--- src/rtl/sid_reg_sequencer_pkg.sv ---
// sid_reg_sequencer_pkg: shared command layout, FSM states and SID register constants.
package sid_reg_sequencer_pkg;
  localparam int CMD_W        = 16;
  localparam int CMD_WAIT_BIT = 15;
  localparam int VOICE_LSB    = 11;
  localparam int ADDR_LSB     = 8;
  localparam int DATA_LSB     = 0;

  typedef enum logic [2:0] {
    ST_IDLE   = 3'd0,
    ST_SETUP  = 3'd1,
    ST_STROBE = 3'd2,
    ST_HOLD   = 3'd3,
    ST_WAIT   = 3'd4
  } state_e;

  localparam logic [2:0] REG_FREQ = 3'd0;
  localparam logic [2:0] REG_PW   = 3'd2;
  localparam logic [2:0] REG_ATK  = 3'd4;
  localparam logic [2:0] REG_SUS  = 3'd5;
  localparam logic [2:0] REG_WAV  = 3'd6;

  localparam logic [7:0] WAV_GATE  = 8'h01;
  localparam logic [7:0] WAV_TRI   = 8'h10;
  localparam logic [7:0] WAV_SAW   = 8'h20;
  localparam logic [7:0] WAV_PULSE = 8'h40;
  localparam logic [7:0] WAV_NOISE = 8'h80;

  function automatic logic [CMD_W-1:0] mk_write(input logic [1:0] voice, input logic [2:0] addr,
                                                input logic [7:0] data);
    return {3'b000, voice, addr, data};
  endfunction

  function automatic logic [CMD_W-1:0] mk_wait(input logic [14:0] ticks);
    return {1'b1, ticks};
  endfunction
endpackage

--- src/rtl/sid_reg_sequencer_fifo.sv ---
// sid_reg_sequencer_fifo: DEPTH x W single-clock show-ahead FIFO with flush and occupancy.
//  clk_i/rst_ni      clock, async active-low reset
//  flush_i           empties the FIFO; a same-cycle push or pop is ignored
//  push_i/wdata_i    write request (dropped while full)
//  pop_i             consume head word (ignored while empty)
//  rdata_o           head word, valid whenever !empty_o
//  full_o/empty_o    occupancy flags
//  level_o           number of stored words, 0..DEPTH
module sid_reg_sequencer_fifo #(
  parameter int DEPTH = 8,
  parameter int W     = 16
) (
  input  logic                     clk_i,
  input  logic                     rst_ni,
  input  logic                     flush_i,
  input  logic                     push_i,
  input  logic                     pop_i,
  input  logic [W-1:0]             wdata_i,
  output logic [W-1:0]             rdata_o,
  output logic                     full_o,
  output logic                     empty_o,
  output logic [$clog2(DEPTH):0]   level_o
);
  localparam int AW = $clog2(DEPTH);
  logic [W-1:0]  mem_q [DEPTH];
  logic [AW-1:0] wr_q, rd_q;
  logic [AW:0]   cnt_q;
  logic          do_push, do_pop;
  assign full_o  = cnt_q == (AW+1)'(DEPTH);
  assign empty_o = cnt_q == '0;
  assign do_push = push_i && !full_o && !flush_i;
  assign do_pop  = pop_i && !empty_o && !flush_i;
  assign rdata_o = mem_q[rd_q];
  assign level_o = cnt_q;
  always_ff @(posedge clk_i or negedge rst_ni) begin
    if (!rst_ni) begin
      wr_q  <= '0;
      rd_q  <= '0;
      cnt_q <= '0;
    end else if (flush_i) begin
      wr_q  <= '0;
      rd_q  <= '0;
      cnt_q <= '0;
    end else begin
      wr_q  <= do_push ? wr_q + 1'b1 : wr_q;
      rd_q  <= do_pop ? rd_q + 1'b1 : rd_q;
      cnt_q <= cnt_q + {{AW{1'b0}}, do_push} - {{AW{1'b0}}, do_pop};
    end
  end
  always_ff @(posedge clk_i) begin
    if (do_push) mem_q[wr_q] <= wdata_i;
  end
endmodule

--- src/rtl/sid_reg_sequencer.sv ---
// sid_reg_sequencer: queues host WRITE/WAIT commands and replays them onto the SID register bus.
//  clk_i/rst_ni            clock, async active-low reset
//  cmd_valid_i/cmd_ready_o host push handshake (ready = FIFO not full)
//  cmd_data_i              [15]=0 WRITE {voice[12:11],addr[10:8],data[7:0]}; [15]=1 WAIT ticks[14:0]
//  flush_i                 drops queued commands and aborts a running WAIT
//  frame_tick_i            one-cycle pulse per SID frame, decrements WAIT
//  sid_addr_o/voice_o/data_o  held bus to the SID register file
//  sid_wr_o                one-cycle strobe per WRITE
//  busy_o                  FSM active or commands pending
//  level_o                 FIFO occupancy
module sid_reg_sequencer
  import sid_reg_sequencer_pkg::*;
#(
  parameter int DEPTH  = 8,
  parameter int WAIT_W = 15
) (
  input  logic                   clk_i,
  input  logic                   rst_ni,
  input  logic                   cmd_valid_i,
  output logic                   cmd_ready_o,
  input  logic [CMD_W-1:0]       cmd_data_i,
  input  logic                   flush_i,
  input  logic                   frame_tick_i,
  output logic [2:0]             sid_addr_o,
  output logic [1:0]             sid_voice_o,
  output logic [7:0]             sid_data_o,
  output logic                   sid_wr_o,
  output logic                   busy_o,
  output logic [$clog2(DEPTH):0] level_o
);
  state_e            state_q;
  logic [WAIT_W-1:0] cnt_q;
  logic [2:0]        addr_q;
  logic [1:0]        voice_q;
  logic [7:0]        data_q;
  logic              wr_q;
  logic [CMD_W-1:0]  head;
  logic              empty, full, pop, is_wait, wait_done;

  sid_reg_sequencer_fifo #(.DEPTH(DEPTH), .W(CMD_W)) u_fifo (
    .clk_i   (clk_i),
    .rst_ni  (rst_ni),
    .flush_i (flush_i),
    .push_i  (cmd_valid_i),
    .pop_i   (pop),
    .wdata_i (cmd_data_i),
    .rdata_o (head),
    .full_o  (full),
    .empty_o (empty),
    .level_o (level_o)
  );

  assign is_wait   = head[CMD_WAIT_BIT];
  assign wait_done = cnt_q == '0 || (frame_tick_i && cnt_q == WAIT_W'(1));
  // Leaving WAIT takes the IDLE decision on the same edge, so a zero wait costs one cycle.
  assign pop = !flush_i && !empty &&
               (state_q == ST_IDLE || state_q == ST_HOLD || (state_q == ST_WAIT && wait_done));
  assign cmd_ready_o = !full;
  assign busy_o      = state_q != ST_IDLE || !empty;
  assign sid_addr_o  = addr_q;
  assign sid_voice_o = voice_q;
  assign sid_data_o  = data_q;
  assign sid_wr_o    = wr_q;

  always_ff @(posedge clk_i or negedge rst_ni) begin
    if (!rst_ni) begin
      state_q <= ST_IDLE;
      cnt_q   <= '0;
      addr_q  <= '0;
      voice_q <= '0;
      data_q  <= '0;
      wr_q    <= 1'b0;
    end else begin
      wr_q <= 1'b0;
      if (pop) begin
        state_q <= is_wait ? ST_WAIT : ST_SETUP;
        cnt_q   <= is_wait ? head[WAIT_W-1:0] : '0;
        if (!is_wait) begin
          addr_q  <= head[ADDR_LSB +: 3];
          voice_q <= head[VOICE_LSB +: 2];
          data_q  <= head[DATA_LSB +: 8];
        end
      end else begin
        // SETUP/STROBE ignore flush so an issued write always gets exactly one strobe.
        case (state_q)
          ST_SETUP: begin
            state_q <= ST_STROBE;
            wr_q    <= 1'b1;
          end
          ST_STROBE: state_q <= ST_HOLD;
          ST_WAIT: begin
            if (flush_i || wait_done) begin
              state_q <= ST_IDLE;
              cnt_q   <= '0;
            end else if (frame_tick_i) begin
              cnt_q <= cnt_q - 1'b1;
            end
          end
          default: state_q <= ST_IDLE;
        endcase
      end
    end
  end
endmodule

--- config.mk ---
export PLATFORM = sky130hd
export DESIGN_NAME = sid_reg_sequencer
export DESIGN_NICKNAME = d
export VERILOG_FILES = /design/src/rtl/sid_reg_sequencer_pkg.sv /design/src/rtl/sid_reg_sequencer_fifo.sv /design/src/rtl/sid_reg_sequencer.sv
export SDC_FILE = /design/constraint.sdc
export NUM_CORES = 1
export LEC_CHECK = 0
export CAP_MARGIN = 15
export CORE_MARGIN = 3
export CORE_UTILIZATION = 56
export CTS_CLUSTER_SIZE = 8
export DETAILED_ROUTE_END_ITERATION = 12
export HOLD_SLACK_MARGIN = 0.05
export PLACE_DENSITY = 0.75
export SETUP_SLACK_MARGIN = 0.2
export SLEW_MARGIN = 30
export SYNTH_ARGS = -nofsm -noshare
export SYNTH_HDL_FRONTEND = slang
export SYNTH_HIERARCHICAL = 1
export SYNTH_SLANG_ARGS = --single-unit
--- constraint.sdc ---
create_clock -name clk_i -period 5.9 [get_ports clk_i]
set_clock_uncertainty 0.05 [all_clocks]
set_input_delay 1.18 -clock clk_i [delete_from_list [all_inputs] [get_ports clk_i]]
set_output_delay 1.18 -clock clk_i [all_outputs]
set_load 0.02 [all_outputs]
==> impl_metrics.py, run 1 <==
metrics = {
    "worst_setup_path": {
        "crit_path_max_incr_delay_ps": 700,
        "worst_setup_path_end_kind": "primary output",
        "cp.buffers_inverters": 2,
        "worstPathRequired_ps": 4670,
        "crit_path_max_fanout": 8,
        "crit_path_cell_trace": "inv_1 -> ha_1 -> nor3b_1 -> or4b_2 -> clkdlybuf4s50_1",
        "critical_path_cell_count": 5,
        "critical_path.reg2reg.startpoint": "u_fifo/level_o[2]$_DFF_PN0_",
        "worst_setup_path_startpoint": "u_fifo/level_o[2]$_DFF_PN0_",
        "worst-r2r-cell-count": 13,
        "start_kind": "flop",
        "critical_path.slowest_cell": "sky130_fd_sc_hd__nor3b_1",
        "critical_path.top_delay_family": "simple AND/OR/NAND/NOR gates",
        "timing.setup.critical_path_class": "flop to primary output",
        "critical_path_arrival_ps": 2960,
    },
    "logic_synthesis": {
        "mappedNetlistNets": 457,
        "synth_top_area_share_pct": 52.75,
        "synth.distinct_cells": 52,
        "synth_compound_gate_area_share_pct": 5.889,
        "post_synth_inst_count": 424,
        "syn-mean-instance-area_sq_um": 17.19,
        "yosysWarnings": 6,
        "synth_top_area_cell": "sky130_fd_sc_hd__edfxtp_1",
        "synth_xor_xnor_area_share_pct": 0.2404,
        "synth.mux.area_fraction_pct": 15.99,
        "synth_ff_type": "sky130_fd_sc_hd__edfxtp_1",
        "fraction_of_the_mapped_netlist_area_in_adder_cells_pct": 2.163,
        "synth-edff-count": 128,
        "synth_seq_area_share_pct": 67.17,
        "flip_flop_and_latch_count_after_synthesis": 170,
        "ys_top_cells_by_area": "sky130_fd_sc_hd__edfxtp_1, sky130_fd_sc_hd__dfrtp_1, sky130_fd_sc_hd__mux4_1",
        "post_synth_instance_area_sq_um": 7287,
        "yosys.area_share.simple_pct": 5.872,
        "combinational_family_with_the_most_area_after_synthesis": "multiplexers",
        "synth_async_sr_flop_share_pct": 24.71,
    },
    "min_path": {
        "worst_hold_startpoint": "sid_data_o[4]$_DFFE_PN0P_",
        "hold-path-cell-count": 1,
        "min_path_type": "flop to flop",
    },
    "placed_design": {
        "dp_hpwl_microns": 8162,
        "gpl.final_weighted_congestion": 0.8577,
        "dpl.cell_count": 631,
        "buffer_ports.inserted": 40,
    },
    "sta": {
        "timing_worst_slew_pin_value_ps": 931.2,
        "setup-violations-final": 0,
        "hold_violations": 0,
        "min_period_ps": 4194,
        "fin_crit_sh_pct": 71.08,
        "grt_setup_unrepaired": "no",
        "achievable-frequency_ghz": 0.2385,
        "timing.max_slew.rel_slack_pct": 37.92,
        "report.final.slew_viol_count": 0,
        "fin_tns_setup_ps": 0,
    },
    "route": {
        "antenna_violating_nets_post_route": 0,
        "detailroute.via_count": 3931,
        "drt-total-wl_microns": 13370,
        "route.detailed.wl_per_inst_microns": 20.16,
        "initialDrtViolationCount": 324,
        "first_drt_pass_iteration_count": 4,
        "detail_route.vias_per_cell": 5.929,
        "drc": 0,
    },
    "clocking": {
        "resized_gates_after_cts": 0,
        "cts_hold_buf": 0,
        "longest_clk_path_bufs": 2,
        "cts_tree": "done",
        "cts_htree_levels": 4,
        "clk_latency_ps": 420,
        "postCtsSetupRepairBufs": 0,
        "clock_root_buffer": "sky130_fd_sc_hd__clkbuf_16",
        "clkSlewWorstSetupHoldPaths_ps": 60,
        "clock_sink_count": 170,
        "numCtsBuffers": 17,
    },
    "status": {
        "run_status": "complete, no violations",
    },
    "finish": {
        "layout.cells.non_filler": 663,
        "final_cell_mix": "sky130_fd_sc_hd__edfxtp_1, sky130_fd_sc_hd__dfrtp_1, sky130_fd_sc_hd__clkdlybuf4s50_1, sky130_fd_sc_hd__mux4_1, sky130_fd_sc_hd__nor2_1",
        "ratio_of_cells_with_drive_above_1_in_the_final_layout_pct": 16.70,
        "final.fill_count": 869,
        "commonest_non_fill_non_tap_cell_in_the_layout": "sky130_fd_sc_hd__edfxtp_1",
        "syn2layout_area_growth_pct": 16.26,
        "num-nets-final": 511,
        "antenna_cells_inserted": 0,
    },
    "floorplanning": {
        "die_width_microns": 120.1,
        "placement_rows": 41,
        "fp.dieArea_sq_um": 14420,
        "io_pins": 41,
        "core_area_sq_um": 12670,
        "floorplan.initialDensity_pct": 57.51,
        "fp.dieH_microns": 120.1,
    },
    "grt": {
        "grt_usage_pct": 20.02,
        "grt_pass1_wl_microns": 21390,
        "number_of_antenna_violations_at_the_first_check_in_global_routing": 0,
        "grt_max_degree": 43,
        "first_global_vias": 3933,
        "global_route.overflow_total": 0,
    },
    "pwr": {
        "p_total_uw": 3524,
        "ir_worst_vdd_uv": 246.2,
        "powerDensity_nw_per_um2": 415.9,
        "static-leakage-power_uw": 0.002966,
    },
    "flow_run": {
        "maxCapViolCount": 0,
    },
}
-- power by group --
group / switching, uW / total [uW] / internal (uW)
Clock: 448 / 1070 / 626
Combinational: 514 / 925 / 411
Sequential: 101 / 1520 / 1420
Total: 1060 / 3520 / 2460
-- synth_stat cells (all sizes together), types with 3 or more instances --
master	number
nand3	3
edfxtp	128
o2bb2ai	8
a21o	3
clkbuf	7
nor3	8
nor2	22
or3	6
a22oi	6
nand2	9
mux2	30
nor3b	5
ha	11
nor4	3
a21oi	13
a32oi	5
nor2b	6
mux4	32
inv	19
buf	11
o21ai	11
o22ai	5
nand2b	7
dfrtp	42
-- logic make-up after synthesis --
logic type,count (synthesis)
XOR/XNOR,2
AO/OA/AOI/OAI,62
buffers and inverters,37
AND/OR/NAND/NOR,77
flip-flops,170
adder cells (fa/ha/maj),12
multiplexers,64
-- area by class of cell --
cell class / instances / area [sq um] / area share, %
Clock buffer: 19 / 432.9 / 5.110
Clock inverter: 13 / 142.6 / 1.684
Inverter: 19 / 71.32 / 0.8418
Multi-Input combinational cell: 217 / 2220 / 26.20
Sequential cell: 170 / 4895 / 57.78
Tap cell: 172 / 215.2 / 2.540
Timing Repair Buffer: 53 / 495.5 / 5.848
-- flip-flops by register name, indices dropped and copies added, names as in the netlist --
register        cells
sid_voice_o         2
sid_data_o          8
u_fifo/mem_q      128
u_fifo/rd_q         3
u_fifo/wr_q         3
u_fifo/level_o      4
state_q             3
cnt_q              15
sid_addr_o          3
sid_wr_o            1
-- through the flow --
step | hold slack (ps) | cell area (sq um) | worst slack [ps] | util, %
2_1_floorplan | 407.0 | 7287 | 2474 | -
3_3_place_gp | 418.3 | 7894 | 1860 | 62.30
3_5_place_dp | 424.0 | 7894 | 1725 | 62.30
4_1_cts | 438.1 | 8469 | 1706 | 66.84
5_1_grt | 460.1 | 8472 | 1529 | 66.86
6_report | 436.4 | 8472 | 1706 | 66.86
-- worst register-to-register path, delay by kind of cell (launching register included) --
family                   cells  cell delay, ps
buffers and inverters        2             160
XOR/XNOR                     1             140
flip-flops                   1             370
adder cells (fa/ha/maj)      4            1020
AND/OR/NAND/NOR              5            1330
AO/OA/AOI/OAI                1             280
-- path summary, 6_finish.rpt --
check	end	slack (ps)
setup / recovery	busy_o	1710
hold / removal	sid_data_o[4]$_DFFE_PN0P_	440
setup reg to reg	u_fifo/level_o[2]$_DFF_PN0_	2430
hold reg to reg	sid_data_o[4]$_DFFE_PN0P_	440
max in group asynchronous	sid_data_o[0]$_DFFE_PN0P_	4740
min in group asynchronous	u_fifo/level_o[2]$_DFF_PN0_	700
-- layer usage --
layer | global-route usage [%] | part of all wire, %
met1 | 27.65 | 45
met2 | 31.40 | 49
met3 | 4.948 | 4.8
met4 | 7.230 | 0.61
met5 | 0 | 0
No activity file was read; power rests on OpenSTA's default activity.
==> inputs of run 2 (changes only) <==
--- a/config.mk
+++ b/config.mk
@@ -7,11 +7,11 @@
 export LEC_CHECK = 0
 export CAP_MARGIN = 15
 export CORE_MARGIN = 3
-export CORE_UTILIZATION = 56
+export CORE_UTILIZATION = 54
 export CTS_CLUSTER_SIZE = 8
 export DETAILED_ROUTE_END_ITERATION = 12
 export HOLD_SLACK_MARGIN = 0.05
-export PLACE_DENSITY = 0.75
+export PLACE_DENSITY = 0.76
 export SETUP_SLACK_MARGIN = 0.2
 export SLEW_MARGIN = 30
 export SYNTH_ARGS = -nofsm -noshare
==> constraint.sdc (replaced) <==
create_clock -name clk_i -period 3.5 [get_ports clk_i]
set_clock_uncertainty 0.05 [all_clocks]
set_input_delay 0.7 -clock clk_i [delete_from_list [all_inputs] [get_ports clk_i]]
set_output_delay 0.7 -clock clk_i [all_outputs]
set_load 0.02 [all_outputs]
==> run 2 against run 1 <==
  * Wire length increased by 4.4%
  * Hold slack worse by 220 ps
  * Non-clock buffer count is 9 higher
  * Combinational power increased by 75%
  * Global-route usage rose by 0.052 points
  * Critical path type unchanged
  * Critical path depth grew 1
  * Sequential share of layout area down 0.88 points
  * Register-to-register slack got worse by 2000 ps
  * Final cell count rose by 0.75%
  * Largest cell class unchanged
  * Total power increased by 77%
  * Die area grew 3.5%
==> impl_metrics.py, run 2 (synthesized netlist as in run 1, its figures left out) <==
metrics = {
    "worst_setup_path": {
        "crit_path_max_fanout": 8,
        "worst_setup_path_end_kind": "primary output",
        "crit_path_max_incr_delay_ps": 590,
        "worstPathRequired_ps": 2750,
        "critical_path.slowest_cell": "sky130_fd_sc_hd__or4b_2",
        "timing.setup.critical_path_class": "flop to primary output",
        "cp.buffers_inverters": 3,
        "critical_path.reg2reg.startpoint": "cnt_q[5]$_DFFE_PN0P_",
        "critical_path.top_delay_family": "simple AND/OR/NAND/NOR gates",
        "critical_path_arrival_ps": 2390,
        "worst_setup_path_startpoint": "u_fifo/level_o[2]$_DFF_PN0_",
        "start_kind": "flop",
        "crit_path_cell_trace": "inv_1 -> ha_1 -> nor3b_1 -> buf_4 -> or4b_2 -> dlygate4sd2_1",
    },
    "finish": {
        "final.fill_count": 868,
        "antenna_cells_inserted": 0,
        "largest_register_ff_count": 128,
        "largest_reg_by_ff_count": "u_fifo/mem_q",
        "num-nets-final": 520,
        "layout.cells.non_filler": 668,
        "final-seq-area_sq_um": 4895,
        "commonest_non_fill_non_tap_cell_in_the_layout": "sky130_fd_sc_hd__edfxtp_1",
        "multi_input_comb_area_sq_um": 2213,
        "ratio_of_cells_with_drive_above_1_in_the_final_layout_pct": 18.15,
        "syn2layout_area_growth_pct": 18.06,
        "final_cell_mix": "sky130_fd_sc_hd__edfxtp_1, sky130_fd_sc_hd__dfrtp_1, sky130_fd_sc_hd__clkdlybuf4s50_1, sky130_fd_sc_hd__buf_4, sky130_fd_sc_hd__mux4_1",
    },
    "clocking": {
        "clkSlewWorstSetupHoldPaths_ps": 70,
        "longest_clk_path_bufs": 2,
        "clk_latency_ps": 420,
        "cts_tree": "done",
        "clock_root_buffer": "sky130_fd_sc_hd__clkbuf_16",
        "numCtsBuffers": 17,
        "cts_htree_levels": 4,
        "clock_sink_count": 170,
    },
    "pwr": {
        "ir_worst_vdd_uv": 353.5,
        "powerDensity_nw_per_um2": 724.1,
        "p_total_uw": 6230,
        "static-leakage-power_uw": 0.003056,
    },
    "floorplanning": {
        "fp.dieArea_sq_um": 14920,
        "io_pins": 41,
        "floorplan.initialDensity_pct": 56.37,
        "die_width_microns": 122.2,
        "core_area_sq_um": 12930,
        "fp.dieH_microns": 122.2,
        "placement_rows": 41,
    },
    "sta": {
        "grt_setup_unrepaired": "no",
        "min_period_ps": 3140,
        "hold_violations": 0,
        "timing_worst_slew_pin_value_ps": 695.7,
        "fin_tns_setup_ps": 0,
        "achievable-frequency_ghz": 0.3184,
        "fin_crit_sh_pct": 89.73,
        "setup-violations-final": 0,
        "report.final.slew_viol_count": 0,
        "timing.max_slew.rel_slack_pct": 53.62,
    },
    "route": {
        "detail_route.vias_per_cell": 5.946,
        "antenna_violating_nets_post_route": 0,
        "first_drt_pass_iteration_count": 5,
        "drc": 0,
        "initialDrtViolationCount": 355,
        "detailroute.via_count": 3972,
        "route.detailed.wl_per_inst_microns": 20.89,
        "drt-total-wl_microns": 13960,
    },
    "placed_design": {
        "dpl.cell_count": 640,
        "gpl.final_weighted_congestion": 0.7868,
        "buffer_ports.inserted": 40,
        "dp_hpwl_microns": 8606,
    },
    "min_path": {
        "min_path_type": "input pin to async pin",
    },
    "status": {
        "run_status": "complete, no violations",
    },
    "grt": {
        "first_global_vias": 4037,
        "grt_pass1_wl_microns": 21980,
        "grt_usage_pct": 20.07,
        "global_route.overflow_total": 0,
        "grt_max_degree": 43,
        "number_of_antenna_violations_at_the_first_check_in_global_routing": 0,
    },
    "flow_run": {
        "maxCapViolCount": 0,
    },
}
run 2: metal layers:
| metal | track usage, % | share of wire (%) |
|---|---|---|
| met2 | 32.04 | 50 |
| met5 | 0 | 0 |
| met3 | 4.178 | 5.1 |
| met4 | 7.418 | 1.0 |
| met1 | 27.64 | 44 |
run 2: metrics by stage:
stage                     cell area, sq um  utilization [%]  setup slack [ps]  hold WS [ps]
final                                 8603            66.55             359.6         213.0
after global routing                  8603            66.55             209.4         243.9
after CTS                             8601            66.53             295.1         401.3
after detailed placement              7955            61.54             271.9         429.7
after global placement                7955            61.54             325.1         418.8
after floorplan                       7287                -             418.1         354.4
run 2: final cells by class:
type / count / share of cell area, %
Clock buffer: 17 / 4.945
Clock inverter: 11 / 2.574
Inverter: 19 / 0.8290
Multi-Input combinational cell: 217 / 25.73
Sequential cell: 170 / 56.89
Tap cell: 172 / 2.501
Timing Repair Buffer: 62 / 6.530
run 2: timing repair:
item,in CTS,in global routing
resized for setup,1,0
buffers inserted,0,0
endpoints found under the setup margin,1,0
hold buffers,0,0
run 2: power breakdown:
group	switching (uW)	internal, uW
combinational	898	722
clock	737	1330
sequential	147	2400
run 2: worst paths after layout:
kind	to	slack (ps)	depth (start not counted)
max reg2reg	u_fifo/level_o[1]$_DFF_PN0_	470	10
min in group clk_i	sid_data_o[5]$_DFFE_PN0P_	430	1
min	state_q[1]$_DFFE_PN0P_	210	1
min reg2reg	sid_data_o[5]$_DFFE_PN0P_	430	1
max	busy_o	360	6
max in group asynchronous	sid_voice_o[0]$_DFFE_PN0P_	2790	1
==> inputs of run 3 (changes only) <==
--- a/config.mk
+++ b/config.mk
@@ -18,3 +18,4 @@
 export SYNTH_HDL_FRONTEND = slang
 export SYNTH_HIERARCHICAL = 1
 export SYNTH_SLANG_ARGS = --single-unit
+export TNS_END_PERCENT = 20
==> results of run 3 <==
Final layout, timing and power as in run 2 (identical DEF).
